## config.mk

```make
export PLATFORM = sky130hd
export DESIGN_NAME = mult32x32_req_if_flat
export DESIGN_NICKNAME = d
export VERILOG_FILES = /design/src/rtl/mult32x32_req_if_if.sv /design/src/rtl/mult32x32_req_if.sv /design/src/flat_wrapper.sv
export SDC_FILE = /design/constraint.sdc
export NUM_CORES = 1
export LEC_CHECK = 0
export BUFFER_PORTS_ARGS = -buffer_cell sky130_fd_sc_hd__buf_2
export CAP_MARGIN = 20
export CELL_PAD_IN_SITES_DETAIL_PLACEMENT = 1
export CELL_PAD_IN_SITES_GLOBAL_PLACEMENT = 2
export CORE_MARGIN = 3
export CORE_UTILIZATION = 35
export CTS_BUF_LIST = sky130_fd_sc_hd__clkbuf_2
export CTS_CLUSTER_DIAMETER = 100
export CTS_CLUSTER_SIZE = 10
export DETAILED_ROUTE_END_ITERATION = 6
export PLACE_DENSITY_LB_ADDON = 0.2
export SLEW_MARGIN = 20
export SYNTH_ARGS = -nofsm -noshare
export SYNTH_HDL_FRONTEND = slang
export SYNTH_SLANG_ARGS = --single-unit
```

## constraint.sdc

```tcl
create_clock -name clk -period 14.83 [get_ports clk]
set_input_delay 1.483 -clock clk [delete_from_list [all_inputs] [get_ports clk]]
set_output_delay 1.483 -clock clk [all_outputs]
set_load 0.005 [all_outputs]
```

## src/rtl/mult32x32_req_if_if.sv

```systemverilog
// Request, multiplier-core and result-stream signals of the multiplier front end.
// The front end uses the slave modport; the driving environment uses master.
interface mult32x32_req_if_if #(
    parameter int TAG_W = 4
);
    logic             in_valid;
    logic             in_ready;
    logic [31:0]      in_a;
    logic [31:0]      in_b;
    logic [TAG_W-1:0] in_tag;
    logic             mul_start;
    logic [31:0]      mul_a;
    logic [31:0]      mul_b;
    logic             mul_busy;
    logic [63:0]      mul_product;
    logic             out_valid;
    logic             out_ready;
    logic [63:0]      out_product;
    logic [TAG_W-1:0] out_tag;
    logic             err_proto;

    modport slave (
        input  in_valid, in_a, in_b, in_tag, mul_busy, mul_product, out_ready,
        output in_ready, mul_start, mul_a, mul_b, out_valid, out_product, out_tag, err_proto
    );

    modport master (
        output in_valid, in_a, in_b, in_tag, mul_busy, mul_product, out_ready,
        input  in_ready, mul_start, mul_a, mul_b, out_valid, out_product, out_tag, err_proto
    );
endinterface

```

## src/rtl/mult32x32_req_if.sv

```systemverilog
// Front end for the sequential 32x32 multiplier: latches operands, pulses start, checks busy and queues tagged products.
// Result visible 11 cycles after accept for a core busy 8 cycles; in_ready drops while an op is in flight or the result FIFO is full.
module mult32x32_req_if_fifo #(
    parameter int W     = 8,
    parameter int DEPTH = 2
) (
    input  logic                     clk,
    input  logic                     reset,
    input  logic                     wr_vld,
    input  logic [W-1:0]             wr_dat,
    output logic                     rd_vld,
    input  logic                     rd_rdy,
    output logic [W-1:0]             rd_dat,
    output logic [$clog2(DEPTH):0]   count
);
    localparam int AW = $clog2(DEPTH);
    localparam int CW = AW + 1;

    logic [W-1:0]  mem_q [DEPTH];
    logic [W-1:0]  mem_d [DEPTH];
    logic [AW-1:0] wr_ptr_q, wr_ptr_d;
    logic [AW-1:0] rd_ptr_q, rd_ptr_d;
    logic [CW-1:0] cnt_q, cnt_d;
    logic          do_push, do_pop;

    always_comb begin
        do_push  = wr_vld && (cnt_q != CW'(DEPTH));
        do_pop   = rd_rdy && (cnt_q != '0);
        mem_d    = mem_q;
        wr_ptr_d = wr_ptr_q;
        rd_ptr_d = rd_ptr_q;
        cnt_d    = cnt_q;
        if (do_push) begin
            mem_d[wr_ptr_q] = wr_dat;
            wr_ptr_d        = wr_ptr_q + AW'(1);
        end
        if (do_pop) begin
            rd_ptr_d = rd_ptr_q + AW'(1);
        end
        case ({do_push, do_pop})
            2'b10:   cnt_d = cnt_q + CW'(1);
            2'b01:   cnt_d = cnt_q - CW'(1);
            default: cnt_d = cnt_q;
        endcase
    end

    always_ff @(posedge clk or posedge reset) begin
        if (reset) begin
            mem_q    <= '{default: '0};
            wr_ptr_q <= '0;
            rd_ptr_q <= '0;
            cnt_q    <= '0;
        end else begin
            mem_q    <= mem_d;
            wr_ptr_q <= wr_ptr_d;
            rd_ptr_q <= rd_ptr_d;
            cnt_q    <= cnt_d;
        end
    end

    assign rd_vld = (cnt_q != '0);
    assign rd_dat = mem_q[rd_ptr_q];
    assign count  = cnt_q;
endmodule

module mult32x32_req_if #(
    parameter int TAG_W     = 4,
    parameter int RES_DEPTH = 2,
    parameter int BUSY_MAX  = 8
) (
    input  logic                 clk,
    input  logic                 reset,
    mult32x32_req_if_if.slave    bus
);
    localparam int BW = $clog2(BUSY_MAX + 1);
    localparam int CW = $clog2(RES_DEPTH) + 1;
    localparam int RW = 64 + TAG_W;

    typedef enum logic [1:0] {
        IDLE  = 2'd0,
        START = 2'd1,
        RUN   = 2'd2
    } state_t;

    state_t           state_q, state_d;
    logic [31:0]      a_q, a_d;
    logic [31:0]      b_q, b_d;
    logic [TAG_W-1:0] tag_q, tag_d;
    logic [BW-1:0]    cnt_q, cnt_d;
    logic             err_q, err_d;
    logic             accept, busy_ovf, never_busy, push;
    logic [CW-1:0]    fifo_cnt;
    logic [RW-1:0]    head_dat;

    assign accept     = bus.in_valid && bus.in_ready;
    // Busy still high once the counter is saturated means the core overran its budget.
    assign busy_ovf   = (state_q == RUN) && bus.mul_busy && (cnt_q == BW'(BUSY_MAX));
    assign never_busy = (state_q == RUN) && !bus.mul_busy && (cnt_q == '0);
    assign push       = (state_q == RUN) && !bus.mul_busy && (cnt_q != '0);

    always_ff @(posedge clk or posedge reset) begin
        if (reset) begin
            state_q <= IDLE;
        end else begin
            state_q <= state_d;
        end
    end

    always_comb begin
        state_d = state_q;
        case (state_q)
            IDLE:    if (accept) state_d = START;
            START:   state_d = RUN;
            RUN:     if (!bus.mul_busy || busy_ovf) state_d = IDLE;
            default: state_d = IDLE;
        endcase
    end

    always_comb begin
        bus.mul_start = (state_q == START);
        bus.in_ready  = (state_q == IDLE) && (fifo_cnt < CW'(RES_DEPTH));
    end

    always_comb begin
        a_d   = a_q;
        b_d   = b_q;
        tag_d = tag_q;
        cnt_d = cnt_q;
        err_d = err_q || busy_ovf || never_busy;
        if (accept) begin
            a_d   = bus.in_a;
            b_d   = bus.in_b;
            tag_d = bus.in_tag;
        end
        if (state_q == START) begin
            cnt_d = '0;
        end else if ((state_q == RUN) && bus.mul_busy && !busy_ovf) begin
            cnt_d = cnt_q + BW'(1);
        end
    end

    always_ff @(posedge clk or posedge reset) begin
        if (reset) begin
            a_q   <= '0;
            b_q   <= '0;
            tag_q <= '0;
            cnt_q <= '0;
            err_q <= 1'b0;
        end else begin
            a_q   <= a_d;
            b_q   <= b_d;
            tag_q <= tag_d;
            cnt_q <= cnt_d;
            err_q <= err_d;
        end
    end

    mult32x32_req_if_fifo #(
        .W     (RW),
        .DEPTH (RES_DEPTH)
    ) u_res_fifo (
        .clk    (clk),
        .reset  (reset),
        .wr_vld (push),
        .wr_dat ({bus.mul_product, tag_q}),
        .rd_vld (bus.out_valid),
        .rd_rdy (bus.out_ready),
        .rd_dat (head_dat),
        .count  (fifo_cnt)
    );

    assign bus.mul_a       = a_q;
    assign bus.mul_b       = b_q;
    assign bus.out_product = head_dat[RW-1:TAG_W];
    assign bus.out_tag     = head_dat[TAG_W-1:0];
    assign bus.err_proto   = err_q;
endmodule

```

## src/flat_wrapper.sv

```systemverilog
// flat-port wrapper written by rule: the top's interface ports become plain ports
module mult32x32_req_if_flat 
#(
    parameter int TAG_W     = 4,
    parameter int RES_DEPTH = 2,
    parameter int BUSY_MAX  = 8
)
  (clk, reset, bus_in_valid, bus_in_a, bus_in_b, bus_in_tag, bus_mul_busy, bus_mul_product, bus_out_ready, bus_in_ready, bus_mul_start, bus_mul_a, bus_mul_b, bus_out_valid, bus_out_product, bus_out_tag, bus_err_proto);
  mult32x32_req_if_if #(.TAG_W(TAG_W)) bus_i ();
  input  logic clk;
  input  logic reset;
  input wire logic [$bits(bus_i.in_valid)-1:0] bus_in_valid;
  input wire logic [$bits(bus_i.in_a)-1:0] bus_in_a;
  input wire logic [$bits(bus_i.in_b)-1:0] bus_in_b;
  input wire logic [$bits(bus_i.in_tag)-1:0] bus_in_tag;
  input wire logic [$bits(bus_i.mul_busy)-1:0] bus_mul_busy;
  input wire logic [$bits(bus_i.mul_product)-1:0] bus_mul_product;
  input wire logic [$bits(bus_i.out_ready)-1:0] bus_out_ready;
  output wire logic [$bits(bus_i.in_ready)-1:0] bus_in_ready;
  output wire logic [$bits(bus_i.mul_start)-1:0] bus_mul_start;
  output wire logic [$bits(bus_i.mul_a)-1:0] bus_mul_a;
  output wire logic [$bits(bus_i.mul_b)-1:0] bus_mul_b;
  output wire logic [$bits(bus_i.out_valid)-1:0] bus_out_valid;
  output wire logic [$bits(bus_i.out_product)-1:0] bus_out_product;
  output wire logic [$bits(bus_i.out_tag)-1:0] bus_out_tag;
  output wire logic [$bits(bus_i.err_proto)-1:0] bus_err_proto;
  assign bus_i.in_valid = bus_in_valid;
  assign bus_i.in_a = bus_in_a;
  assign bus_i.in_b = bus_in_b;
  assign bus_i.in_tag = bus_in_tag;
  assign bus_i.mul_busy = bus_mul_busy;
  assign bus_i.mul_product = bus_mul_product;
  assign bus_i.out_ready = bus_out_ready;
  assign bus_in_ready = bus_i.in_ready;
  assign bus_mul_start = bus_i.mul_start;
  assign bus_mul_a = bus_i.mul_a;
  assign bus_mul_b = bus_i.mul_b;
  assign bus_out_valid = bus_i.out_valid;
  assign bus_out_product = bus_i.out_product;
  assign bus_out_tag = bus_i.out_tag;
  assign bus_err_proto = bus_i.err_proto;
  mult32x32_req_if #(.TAG_W(TAG_W), .RES_DEPTH(RES_DEPTH), .BUSY_MAX(BUSY_MAX)) u_core (.clk(clk), .reset(reset), .bus(bus_i));
endmodule
```

==> metrics.yaml <==
timing.hold.worst.class: "register to register"
post-place-ws_ns: 11.00
fin_crit_sh: 0.2722
start_util: 0.3568
comb_power_share: 0.403
synth_seq_area_share: 0.5971
clockPowerShare: 0.109
layout.cells.most_common: "buf_2"
power_report.internal_total_mw: 1.465
finalNetCount: 975
switching_share: 0.3261
vias_in_the_first_global_route: 6527
max_clock_freq_mhz: 247.7
timing.final.hold_violations: 0
crit_chain: "mux2_2 > buf_2"
post-synth-top-area-cell: "dfrtp_1"
postSynthRegisterBits: 215
die-area_um2: 27700
postCtsSetupRepairBufs: 0
timing.critical_path.slowest_cell_delay_ns: 1.18
route.antenna.remaining_nets: 0
clock_latency_ns: 0.78
report.final.setup_viol: 0
report.final.slew_viol_count: 0
drtIter0Drc: 188
post_route_cells_drive_above_1_share: 0.6974
r2r.worst_path.cells: 6
synth.yosys.warnings: 0
design.portCount: 273
worst_ir_drop_vdd_mv: 0.09167
synth.top_cell.area_share: 0.5971
critical_path_arrival_ns: 2.55
grt_pass1_wl_mm: 36.34
coreArea_um2: 25250
cts_tree: "yes"
worstSetupPathType: "register to output port"
detailedRoute.firstPassIterationCount: 4
synth.lib_cells_used.distinct: 31
status: "finished, final reports clean"
dp_hpwl_mm: 15.72
h-tree-depth: 1
antenna_violations_before_repair: 7
final_estimated_routing_congestion_in_global_placement: 0.7747
post_dr_wirelength_cell_um: 19.63
final_cell_mix: "272 x buf_2, 252 x mux2_2, 214 x dfrtp_1"
timing_worst_slew_pin_value_ns: 1.060
cap_viol_max_count: 0
layout-area-overhead-vs-synth_pct: 19.98
overall_die_width_um: 166.4
worst-path-max-fanout: 69
hold_buffers: 0
end_kind: "output port"
route.detailed.vias_per_inst: 4.852
routed_wl_mm: 22.93
syn_area_per_cell_um2: 16.03
drcViolationCount: 0
timing.critical_path.slowest_stage_cell: "dfrtp_4"
grt_max_degree: 152
timing.hold.worst_path_depth: 1
route.vias.total: 5667
clock_pin_slew_of_the_registers_on_the_worst_case_setup_and_hold_paths_ns: 0.20
finalWorstSetupSlack_ns: 10.79
ctsLongestPathBuffers: 3
post_cts_resized: 0
critical_path.startpoint_type: "register"
setup-tns-final_ns: 0
rows: 58
syn_inst: 562
static_leakage_power_nw: 5.265
finClkSkew_ns: 0.04688
synth.top_cells.by_area: "dfrtp_1 60%, mux2_2 31%, mux2_4 3.3%"
power_density_nw_per_um2: 201.1
clk_root_buffer_cell: "clkbuf_2"
timing.max_slew.rel_slack: 0.2935
syn-cell-area_um2: 9010
crit_required_ns: 13.35
mappedNetlistNets: 702
net-switching-power_uw: 709.1
die-height_um: 166.4
grt_overflow_total: 0
seqPwrFrac: 0.488
final_core_util: 0.4281
clock-sinks: 215
final_period_minus_worst_setup_slack_ns: 4.037
cts-buffers-inserted: 25
port-buffer-count: 272
setup_repair_after_global_routing_missed_its_margin: "no"
global_route.usage.total: 0.1605
[cell families (layout without fill, tap and decap cells)]
kind of cell | count (synthesis) | after routing | share of synthesized area
compound gates | 8 | 8 | 0.005832
other cells | 0 | 2 | 0
buf+inv | 36 | 310 | 0.02194
simple gates | 21 | 21 | 0.01569
flops | 215 | 215 | 0.5971
mux | 273 | 273 | 0.3494
fa+ha+maj | 3 | 3 | 0.004167
xor+xnor | 6 | 6 | 0.005832
[state kept, by name (all words and copies together) (netlist names)]
signal and count:
u_core.bus.mul_b 32, u_core.tag_q 4, u_core.cnt_q 4, u_core.state_q 2, u_core.u_res_fifo.wr_ptr_q 1, u_core.u_res_fifo.count 2
u_core.bus.err_proto 1, u_core.u_res_fifo.rd_ptr_q 1, u_core.bus.mul_a 32, u_core.u_res_fifo.mem_q 136
[final cells by class]
| type | instances | area (um2) |
|---|---|---|
| repair buffers | 277 | 1399 |
| flip-flops and latches | 215 | 5384 |
| well taps | 330 | 412.9 |
| inverters | 5 | 31.28 |
| clock inverters | 2 | 11.26 |
| multi-input cells | 311 | 3437 |
| clock buffers | 26 | 130.1 |
| diodes | 2 | 5.005 |
| fillers | 2635 | 14440 |
[metal layers]
metal | GRT usage | vias up | wire [um]
li1 | - | 2545 | -
met3 | 0.06456 | 38 | 2262
met5 | 0 | - | 77
met2 | 0.2729 | 220 | 10970
met1 | 0.1933 | 2854 | 9239
met4 | 0.03515 | 10 | 377
[synth_stat cells, drive strengths merged]
library cell / number
a211oi: 1
a21oi: 2
a41o: 2
and2: 2
and3b: 2
and4b: 1
buf: 29
clkbuf: 2
dfrtp: 215
ha: 3
inv: 5
mux2: 272
mux2i: 1
nand2: 1
nand2b: 2
nand3: 3
nand3b: 2
nand4: 2
nor2: 1
nor2b: 1
nor3: 1
nor3b: 1
o21ai: 3
or2: 1
or3b: 1
xnor2: 4
xor2: 2
[final timing paths]
kind	start	to	slack, ns
setup / recovery	u_core.u_res_fifo.rd_ptr_q	bus_out_product[51]	10.79
hold / removal	u_core.bus.err_proto	u_core.bus.err_proto	0.50
hold reg to reg	u_core.bus.err_proto	u_core.bus.err_proto	0.50
setup reg to reg	u_core.cnt_q[0]	u_core.u_res_fifo.mem_q[94]	12.02
max in group asynchronous	reset	u_core.u_res_fifo.rd_ptr_q	12.55
min in group asynchronous	reset	u_core.bus.mul_b[19]	0.79
[power by group through the flow]
stage	clock, mW	sequential, mW	combinational [mW]
3_5_place_dp	0	1.07	0.896
4_1_cts	0.260	1.06	0.898
3_3_place_gp	0	1.05	0.867
5_1_grt	0.280	1.10	0.958
2_1_floorplan	0	0.997	0.570
6_report	0.238	1.06	0.876
[critical path: cells and delay by family (launching register included)]
family,cells,cell delay [ns]
buffers and inverters,1,0.14
multiplexers,1,0.43
flip-flops,1,1.18
[through the flow]
step	power (mW)	hold slack, ns	area, um2	instances
2_1_floorplan	1.567	0.4602	9010	562
3_3_place_gp	1.915	0.4655	10660	1138
3_5_place_dp	1.968	0.4619	10660	1138
4_1_cts	2.221	0.5038	10800	1166
5_1_grt	2.343	0.5308	10810	1167
6_report	2.174	0.4992	10810	1168
Power figures use the tool's default switching activity.
